File: config.mk
export PLATFORM = sky130hd
export DESIGN_NAME = decode_queue
export DESIGN_NICKNAME = d
export VERILOG_FILES = /design/src/rtl/decode_queue.sv
export SDC_FILE = /design/constraint.sdc
export NUM_CORES = 2
export LEC_CHECK = 0
export ABC_CLOCK_PERIOD_IN_PS = 21400
export BUFFER_PORTS_ARGS = -buffer_cell sky130_fd_sc_hd__buf_2
export CORE_MARGIN = 2
export CORE_UTILIZATION = 50
export CTS_CLUSTER_DIAMETER = 50
export CTS_CLUSTER_SIZE = 10
export DETAILED_ROUTE_END_ITERATION = 16
export PLACE_DENSITY = 0.72
export SLEW_MARGIN = 20
export SYNTH_ARGS = -nofsm -noshare
export SYNTH_HDL_FRONTEND = slang
export SYNTH_SLANG_ARGS = --single-unit
File: constraint.sdc
create_clock -name i_clk -period 21.4 [get_ports i_clk]
set_input_delay 1.07 -clock i_clk [delete_from_list [all_inputs] [get_ports i_clk]]
set_output_delay 1.07 -clock i_clk [all_outputs]
set_load 0.05 [all_outputs]
File: src/rtl/decode_queue.sv
// Decode stage: fetch queue, head decode, register scoreboard and a registered
// valid/ready output bundle toward execute.
module decode_queue #(
    parameter int unsigned QDEPTH = 4,
    parameter int unsigned XLEN   = 64,
    parameter int unsigned NREG   = 32,
    localparam int unsigned PW    = $clog2(QDEPTH),
    localparam int unsigned CW    = $clog2(QDEPTH + 1),
    localparam int unsigned CTLW  = 12
) (
    input  logic            i_clk,
    input  logic            i_reset,
    input  logic            i_f_valid,
    input  logic [XLEN-1:0] i_f_pc,
    input  logic [31:0]     i_f_instr,
    output logic            o_f_ready,
    output logic [4:0]      o_ra1,
    output logic [4:0]      o_ra2,
    input  logic [XLEN-1:0] i_rd1,
    input  logic [XLEN-1:0] i_rd2,
    output logic            o_d_valid,
    input  logic            i_d_ready,
    output logic [XLEN-1:0] o_d_pc,
    output logic [XLEN-1:0] o_d_srca,
    output logic [XLEN-1:0] o_d_srcb,
    output logic [XLEN-1:0] o_d_imm,
    output logic [XLEN-1:0] o_d_memdata,
    output logic [XLEN-1:0] o_d_jaddr,
    output logic [CTLW-1:0] o_d_ctl,
    output logic [4:0]      o_d_rd,
    input  logic            i_wb_valid,
    input  logic [4:0]      i_wb_rd,
    input  logic            i_flush,
    output logic [CW-1:0]   o_q_count
);

    localparam logic [6:0] OP_LUI    = 7'b0110111;
    localparam logic [6:0] OP_AUIPC  = 7'b0010111;
    localparam logic [6:0] OP_JAL    = 7'b1101111;
    localparam logic [6:0] OP_JALR   = 7'b1100111;
    localparam logic [6:0] OP_BRANCH = 7'b1100011;
    localparam logic [6:0] OP_LOAD   = 7'b0000011;
    localparam logic [6:0] OP_STORE  = 7'b0100011;
    localparam logic [6:0] OP_IMM    = 7'b0010011;
    localparam logic [6:0] OP_IMM32  = 7'b0011011;
    localparam logic [6:0] OP_REG    = 7'b0110011;
    localparam logic [6:0] OP_REG32  = 7'b0111011;

    logic [XLEN-1:0] r_q_pc    [QDEPTH];
    logic [31:0]     r_q_instr [QDEPTH];
    logic [PW-1:0]   r_head, r_tail;
    logic [CW-1:0]   r_count;
    logic [NREG-1:0] r_busy;

    logic [31:0]     w_instr;
    logic [XLEN-1:0] w_pc, w_imm, w_srca, w_srcb, w_memdata, w_jaddr, w_jsum;
    logic [6:0]      w_op;
    logic [4:0]      w_rs1, w_rs2, w_rd;
    logic            w_lui, w_auipc, w_jal, w_jalr, w_branch, w_load, w_store;
    logic            w_opimm, w_opreg, w_use_rs1, w_use_rs2, w_wen;
    logic            w_hazard, w_push, w_issue;
    logic [CTLW-1:0] w_ctl;
    logic [NREG-1:0] w_busy_nxt;

    assign w_instr  = r_q_instr[r_head];
    assign w_pc     = r_q_pc[r_head];
    assign w_op     = w_instr[6:0];
    assign w_rs1    = w_instr[19:15];
    assign w_rs2    = w_instr[24:20];
    assign w_rd     = w_instr[11:7];

    assign w_lui    = (w_op == OP_LUI);
    assign w_auipc  = (w_op == OP_AUIPC);
    assign w_jal    = (w_op == OP_JAL);
    assign w_jalr   = (w_op == OP_JALR);
    assign w_branch = (w_op == OP_BRANCH);
    assign w_load   = (w_op == OP_LOAD);
    assign w_store  = (w_op == OP_STORE);
    assign w_opimm  = (w_op == OP_IMM) || (w_op == OP_IMM32);
    assign w_opreg  = (w_op == OP_REG) || (w_op == OP_REG32);

    assign w_use_rs1 = !(w_lui || w_auipc || w_jal);
    assign w_use_rs2 = w_opreg || w_branch || w_store;
    assign w_wen     = w_lui || w_auipc || w_jal || w_jalr || w_load || w_opimm || w_opreg;

    // {funct7[5], funct3, alu_imm, wen, load, store, branch, jal, jalr, upper}
    assign w_ctl = {w_instr[30], w_instr[14:12], !(w_opreg || w_branch), w_wen, w_load,
                    w_store, w_branch, w_jal, w_jalr, (w_lui || w_auipc)};

    always_comb begin
        w_imm = '0;
        case (w_op)
            OP_LUI, OP_AUIPC:
                w_imm = {{(XLEN-32){w_instr[31]}}, w_instr[31:12], 12'b0};
            OP_JAL:
                w_imm = {{(XLEN-21){w_instr[31]}}, w_instr[31], w_instr[19:12], w_instr[20],
                         w_instr[30:21], 1'b0};
            OP_BRANCH:
                w_imm = {{(XLEN-13){w_instr[31]}}, w_instr[31], w_instr[7], w_instr[30:25],
                         w_instr[11:8], 1'b0};
            OP_STORE:
                w_imm = {{(XLEN-12){w_instr[31]}}, w_instr[31:25], w_instr[11:7]};
            default:
                w_imm = {{(XLEN-12){w_instr[31]}}, w_instr[31:20]};
        endcase
    end

    assign w_srca    = (w_auipc || w_jal) ? w_pc : (w_lui ? '0 : i_rd1);
    assign w_srcb    = (w_opreg || w_branch) ? i_rd2 : w_imm;
    assign w_memdata = (w_store && w_instr[14:12] == 3'b011) ? '0 : i_rd2;
    assign w_jsum    = i_rd1 + w_imm;
    assign w_jaddr   = w_jalr ? {w_jsum[XLEN-1:1], 1'b0} : (w_pc + w_imm);

    // Only the registered busy state is consulted; a writeback unblocks next cycle.
    assign w_hazard = (w_use_rs1 && r_busy[w_rs1]) || (w_use_rs2 && r_busy[w_rs2]) ||
                      (w_wen && r_busy[w_rd]);

    assign o_f_ready = (r_count != CW'(QDEPTH)) && !i_flush;
    assign w_push    = i_f_valid && o_f_ready;
    assign w_issue   = (r_count != '0) && !w_hazard && !i_flush && (!o_d_valid || i_d_ready);
    assign o_ra1     = w_rs1;
    assign o_ra2     = w_rs2;
    assign o_q_count = r_count;

    always_comb begin
        w_busy_nxt = r_busy;
        if (i_wb_valid && i_wb_rd != 5'd0) w_busy_nxt[i_wb_rd] = 1'b0;
        if (w_issue && w_wen && w_rd != 5'd0) w_busy_nxt[w_rd] = 1'b1;
        w_busy_nxt[0] = 1'b0;
    end

    always_ff @(posedge i_clk) begin
        if (w_push) begin
            r_q_pc[r_tail]    <= i_f_pc;
            r_q_instr[r_tail] <= i_f_instr;
        end
    end

    always_ff @(posedge i_clk or posedge i_reset) begin
        if (i_reset) begin
            r_head      <= '0;
            r_tail      <= '0;
            r_count     <= '0;
            r_busy      <= '0;
            o_d_valid   <= 1'b0;
            o_d_pc      <= '0;
            o_d_srca    <= '0;
            o_d_srcb    <= '0;
            o_d_imm     <= '0;
            o_d_memdata <= '0;
            o_d_jaddr   <= '0;
            o_d_ctl     <= '0;
            o_d_rd      <= '0;
        end else begin
            r_busy <= w_busy_nxt;
            if (i_flush) begin
                r_head    <= '0;
                r_tail    <= '0;
                r_count   <= '0;
                o_d_valid <= 1'b0;
            end else begin
                if (w_push) r_tail <= r_tail + 1'b1;
                if (w_issue) r_head <= r_head + 1'b1;
                r_count <= r_count + CW'(w_push) - CW'(w_issue);
                if (w_issue) begin
                    o_d_valid   <= 1'b1;
                    o_d_pc      <= w_pc;
                    o_d_srca    <= w_srca;
                    o_d_srcb    <= w_srcb;
                    o_d_imm     <= w_imm;
                    o_d_memdata <= w_memdata;
                    o_d_jaddr   <= w_jaddr;
                    o_d_ctl     <= w_ctl;
                    o_d_rd      <= w_rd;
                end else if (i_d_ready) begin
                    o_d_valid <= 1'b0;
                end
            end
        end
    end

endmodule

**Yosys cells after proc, flatten, opt, wreduce, memory -nomap -nowiden**

Memories as Yosys holds them, arrays and structs flattened.
Cells that the tools add are included.

- Input bits: 235
- Bits in writable memories: 384
- Word-level logic and storage cells: 113
- Bits in registers: 408
- Output and inout bits: 416
- Memories kept: 2

- Bitwise gates (word level): 4
- Equal/unequal tests: 13
- Muxes and demuxes: 28
- Reductions and logical operators: 41
- $add $sub $neg: 6
- Magnitude comparators: 6

Memory list:

| memory | depth | bits a word | read ports | clocked after Yosys merged registers in | wr ports | line | source |
|---|---|---|---|---|---|---|---|
| r_q_pc | 4 | 64 | 1 | 0 | 1 | 49 | `logic [XLEN-1:0] r_q_pc [QDEPTH];` |
| r_q_instr | 4 | 32 | 1 | 0 | 1 | 50 | `logic [31:0] r_q_instr [QDEPTH];` |

Operator list:

| operator | number |
|---|---|
| 64-bit 2-to-1 mux | 5 |
| 64-bit adder | 2 |
| 31-bit case mux with 4 select lines | 1 |
| 32-bit 2-to-1 mux | 2 |
| 32-bit AND | 1 |
| 32-bit inverter | 1 |
| 32-bit bitwise OR | 1 |
| 7-bit by 6-bit equality test with 1-bit output (second input constant) | 4 |
| 5-bit by 6-bit less-than comparator with 1-bit output (second input constant) | 4 |
| 7-bit by 5-bit equality test with 1-bit output (second input constant) | 3 |
| 7-bit equality test (second input constant) | 3 |
| 1-bit binary-select mux with 5-bit select | 3 |
| 1-bit logical AND | 14 |
| 1-bit logical OR | 14 |
| 1-bit demux with 5-bit select | 2 |
| 5-bit by 1-bit >= comparator with 1-bit output (second input constant) | 2 |
| 1-bit 2-to-1 mux | 10 |
| 5-bit nonzero test | 2 |
| 2-bit 2-to-1 mux | 4 |
| 7-bit by 2-bit equality test with 1-bit output (second input constant) | 1 |
| 3-bit nonzero test | 2 |
| 1-bit logical NOT | 5 |
| 2-bit by 1-bit adder with 2-bit output (second input constant) | 2 |
| 2-bit nonzero test | 2 |
| 8 further kinds | 8 |

**Longest topological paths before layout**

An unclocked memory read counts as a cell.

- Depth in word-level cells: 17
- Mapped depth: 24

**Worst setup path after synthesis**

Ideal clock, no wire load.

- Kind: reg-to-reg
- Start point: reg r_head[0]
- End point: reg o_d_jaddr[57]
- Clock period less this slack: 5.935 ns
- Stages on the path, launching flop included: 21
- Slack: 15.465 ns
- Library setup time: 0.130 ns
- Arrival: 5.805 ns
- Path through: dfrtp_1 > buf_6 > buf_6 > buf_4 > buf_1 > clkbuf_1 > buf_1 > mux4_2 > ha_1 > nand4_1 > nor3_1 > nand4_1 > a21oi_1 > o31ai_1 > a2111oi_1 > o31ai_2 > a31oi_1 > a2111oi_2 > o31a_1 > o21ai_1 > a31oi_1

- Elaborated cells on any way between the ends: 45
- Those cells by class: add/sub (2); eq/ne (11); mux (8); reduce/logical (22); memory (2)

RTL lines:

| what | line | source |
|---|---|---|
| start, declared | 51 | `logic [PW-1:0] r_head, r_tail;` |
| start signal, assigned | 163 | `if (w_issue) r_head <= r_head + 1'b1;` |
| memory 4 x 64 bit | n/a |  |
| net w_pc[15] | 56 | `logic [XLEN-1:0] w_pc, w_imm, w_srca, w_srcb, w_memdata, w_jaddr, w_jsum;` |
| 64-bit adder | 112 | `assign w_jaddr = w_jalr ? {w_jsum[XLEN-1:1], 1'b0} : (w_pc + w_imm);` |
| 64-bit 2-to-1 mux | 112 |  |
| end signal, assigned | 172 | `o_d_jaddr <= w_jaddr;` |
| end, declared | 28 | `output logic [XLEN-1:0] o_d_jaddr,` |

The timed path passes the listed nets, and every way through them passes these cells. The select of a mux whose other input is x is not followed.
A chain may end at the register's enable or synchronous reset.

**Final worst setup path**

- Start point: reg r_head[1]
- End point: reg o_d_jaddr[63]

- Elaborated cells on any way between the ends: 45
- Those cells by class: add/sub (2); eq/ne (11); mux (8); reduce/logical (22); memory (2)

RTL lines:

| what | line | source |
|---|---|---|
| memory 4 x 32 bit (*) | n/a |  |
| 7-bit by 6-bit equality test with 1-bit output or 7-bit by 5-bit equality test with 1-bit output (tied branches) | 92 | `case (w_op)` |
| 2-bit OR reduction | 92 |  |
| 31-bit case mux with 4 select lines (*) | 92 |  |
| net w_imm[20] | 56 |  |
| 64-bit adder, on equally long branches | 112, 111 |  |
| 64-bit 2-to-1 mux (*) | 112 |  |

The timed path passes the listed nets; every way through them passes the cells marked *. The select of a mux whose other input is x is not followed.

==> results.md <==
* Status: complete, no violations
* Post-Synth XOR/XNOR Area at under 10%
* Synthesized flop and latch total at between 700 and 800
* Die Area at 0.0810 sq mm
* Adder-cell share of the synthesized area at under 10%
* Hold Path Depth at 2
* GRT met1 Usage at a little under half
* Post CTS Setup Buffer Count at 0
* CP endpoint kind: flop
* Util after Layout at between 50% and 60%
* Setup Total Neg Slack at 0 ns
* Initial antenna violation count at 13
* Setup violators final at 0
* Post-synth ARST share at between 50% and 60%
* Initial core utilization at between 50% and 60%
* CTS Buffer Depth at 3
* DIE WIDTH at 285 microns
* Yosys cell types at 83
* GRT Total Usage at ~33%
* First-pass GRT wire length at around 200,000 microns
* RR Startpoint: r_head[1]$_DFFE_PP0P_
* Tcrit/Tclk final at ~40%
* Synth Cell Area at about 0.04 sq mm
* VDD IR-drop max at slightly below 0.0001 V
* Pwr dens at approximately 190 mW/mm^2
* Placer Congestion at between 0.9 and 1
* Clock Latency Late Sink at about 0.67 ns
* Post-route DRC at 0
* Crit start category: flop
* Worst Reg2Reg Path Length in Cells at 20
* Vias per cell at approximately 6
* Slew Limit Fails at 0
* FP Rows at between 100 and 150
* # IOs at 651
* Area grow syn2layout at 17.7%
* Global route overflow at 0
* Pin count of the biggest net entering global routing at 239
* MaxCap Viol Count at 0
* Die height at ~280 microns
* Met3 Usage GRT at approximately 6.8%
* Top post-synthesis cells by area: edfxtp_1, dfrtp_1, nand2_1
* Vias at ~32,000
* Number of buffers added on ports at 650
* Worst path bufs/invs at 1
* Design area at roughly 0.046 sq mm
* Max_slew headroom at a little under a quarter
* Gate Count Post-Synth at 3,548
* Max Clk Rate at 119 MHz
* Hold path start: o_d_memdata[28]$_DFFE_PP0P_
* Delay-heaviest family, CP: simple AND/OR/NAND/NOR gates
* Slowest cell delay on critical path at 0.85 ns
* Area after DPL at approximately 0.043 sq mm
* CP cell instances: buf_4, mux4_2, or4_1, nand2_1, nor2_1, nor2_1, a21oi_1, ha_1, nand4_1, or3_1, nor2_1, nand3_1, a21o_1, a21oi_1, a41oi_1, o31ai_1, a221oi_1, o21bai_1, mux2i_1, o21ai_0
* CTS tree: done
* DR pass1 iterations at 5
* Leak pwr at between 20 and 25 nW
* Multiplexer share of the synthesized area at between 7 and 8%
* H-tree depth at 3
* Clock transition at path regs at about 0.06 ns
* Endpoints failing hold at 0
* Hold Path Class: reg -> reg
* Worst setup path category: reg -> reg
* Post-detail-place hpwl at 99,500 microns
* Clock Skew at between 0.03 and 0.04 ns
* Synth warn at 0
* Post-synth EDFFs at about 380
* RSZ-0062 raised after global routing: no
* CP Launch Point: r_head[1]$_DFFE_PP0P_
* Avg WL per Cell at 26.3 microns
* Least-Margin Pin Slew at ~1.2 ns
* Required @ worst endpoint at 21.92 ns
* Post-cts hold buffer count at 0
* Num CTS Buffers at approximately 100
* Most used cell, CP: nor2_1
* DR iter-0 viols at 3,334
* Tmin final at around 8.4 ns
* Share of the synthesized area in the top cell type at 29.3%
* Sink Count at slightly below 800
* Main combinational cell family by area after synthesis: compound AO/OA/AOI/OAI gates
* Post-cts resize count at 0
* Final wirelength at approximately 140,000 microns
* CTS root buf: clkbuf_16
* Number of global-route vias before repair at 30,100
* Nets at about 4,500
* Post-synthesis simple-gate area fraction at 13.3%
* Slowest CP cell: dfrtp_4
* Antenna-violating nets left at 0
* Core ar. at around 0.078 sq mm
* Critical Path AT at slightly below 9 ns
* Complex-gate fraction of the synthesized area at 13.4%
* M2 GR Usage at 51.1%
* Worst-path fanout max at 57
* Worst path depth at 20
* Avg Cell Area, Syn at around 11 sq um
* Ratio of cells with drive above 1 in the final layout at around a quarter
* Seq/Total Area, Yosys at 55.2%
* Main synth FF type: dfrtp_1
* Post-synth top area cell: edfxtp_1
* Syn nets at 3,915
* Most Crowded Layer GR: met2
==> cells in the final DEF (no fill, tap or decap), types with 28 or more instances in the layout <==
| cell | synthesis | layout |
|---|---|---|
| a21o_1 | 63 | 63 |
| a21oi_1 | 257 | 257 |
| a221o_1 | 72 | 72 |
| and3_1 | 87 | 83 |
| buf_2 | 71 | 650 |
| buf_4 | 44 | 34 |
| clkbuf_1 | 118 | 46 |
| clkbuf_16 | 0 | 103 |
| dfrtp_1 | 408 | 406 |
| edfxtp_1 | 384 | 384 |
| ha_1 | 129 | 129 |
| inv_1 | 66 | 65 |
| mux2i_1 | 39 | 39 |
| mux4_2 | 112 | 112 |
| nand2_1 | 688 | 688 |
| nand3_1 | 101 | 101 |
| nor2_1 | 155 | 153 |
| o21ai_0 | 249 | 249 |
| o21ai_1 | 35 | 35 |
| o21bai_1 | 28 | 28 |
| xnor2_1 | 73 | 73 |
| xor2_1 | 42 | 42 |
==> area by class of cell <==
| type | count | area, sq um |
|---|---|---|
| timing repair buffer | 687 | 3580 |
| clock inverter | 23 | 357 |
| sequential | 792 | 21700 |
| clock buffer | 156 | 2850 |
| multi-input combinational | 2439 | 16200 |
| fill | 6410 | 31400 |
| inverter | 67 | 267 |
| antenna | 6 | 15.0 |
| tap | 1040 | 1300 |
==> final timing paths <==
check / to / slack (ns)
max reg2reg: o_d_jaddr[63]$_DFFE_PP0P_ / 12.99
min: o_d_memdata[28]$_DFFE_PP0P_ / 0.46
min reg2reg: o_d_memdata[28]$_DFFE_PP0P_ / 0.46
min in group asynchronous: o_d_memdata[16]$_DFFE_PP0P_ / 0.50
max in group asynchronous: o_d_jaddr[21]$_DFFE_PP0P_ / 18.72
max: o_d_jaddr[63]$_DFFE_PP0P_ / 12.99
==> sequential cells by signal, indices dropped and copies added, names as in the netlist <==
| register | count |
|---|---|
| r_q_pc | 256 |
| r_q_instr | 128 |
| o_d_jaddr | 64 |
| o_d_memdata | 64 |
| o_d_pc | 64 |
| o_d_srca | 64 |
| o_d_srcb | 64 |
| o_d_imm | 32 |
| r_busy | 31 |
| o_d_ctl | 12 |
| o_d_rd | 5 |
| o_q_count | 3 |
| r_head | 2 |
| r_tail | 2 |
| o_d_valid | 1 |
==> logic make-up (layout without fill, tap and decap cells) <==
| group | count (synthesis) | after routing |
|---|---|---|
| AND/OR/NAND/NOR | 1180 | 1180 |
| XOR/XNOR | 115 | 115 |
| adder cells (fa/ha/maj) | 133 | 133 |
| multiplexers | 156 | 156 |
| buffers and inverters | 317 | 933 |
| other | 0 | 6 |
| AO/OA/AOI/OAI | 855 | 855 |
| flip-flops | 792 | 792 |
==> metal layers <==
metal | vias up | routed length [microns]
met5 | - | 77
met4 | 12 | 6350
met3 | 281 | 12300
met2 | 1634 | 62000
met1 | 15600 | 56300
li1 | 14100 | -
==> report_power, final <==
| group | switching [mW] | internal (mW) |
|---|---|---|
| Clock | 0.658 | 0.978 |
| Combinational | 3.40 | 1.32 |
| Sequential | 0.238 | 1.99 |
==> worst min-delay path, stage by stage, from the launching register on <==
cell,delay (ns)
dfrtp_1,0.33
nand2_1,0.05
nand2_1,0.05
==> synth_stat cells (27+ instances only) <==
cell type  number
clkbuf_1      118
a21o_1         63
mux2i_1        39
xor2_1         42
nand2_1       688
ha_1          129
a31oi_1        27
inv_1          66
a21oi_1       257
xnor2_1        73
buf_2          71
o21ai_0       249
a221o_1        72
edfxtp_1      384
dfrtp_1       408
and3_1         87
buf_4          44
mux4_2        112
nor2_1        155
o21bai_1       28
nand3_1       101
o21ai_1        35
==> stage by stage <==
stage	hold slack (ns)	setup WS (ns)	std cells	total power, mW
3_5_place_dp	0.450	13.11	5023	6.90
6_report	0.460	12.99	5210	8.59
3_3_place_gp	0.444	13.37	5023	6.88
2_1_floorplan	0.491	8.98	3548	5.62
4_1_cts	0.462	13.10	5202	8.55
5_1_grt	0.477	12.51	5206	9.00
Note: power is estimated with default switching activity, not from simulation.
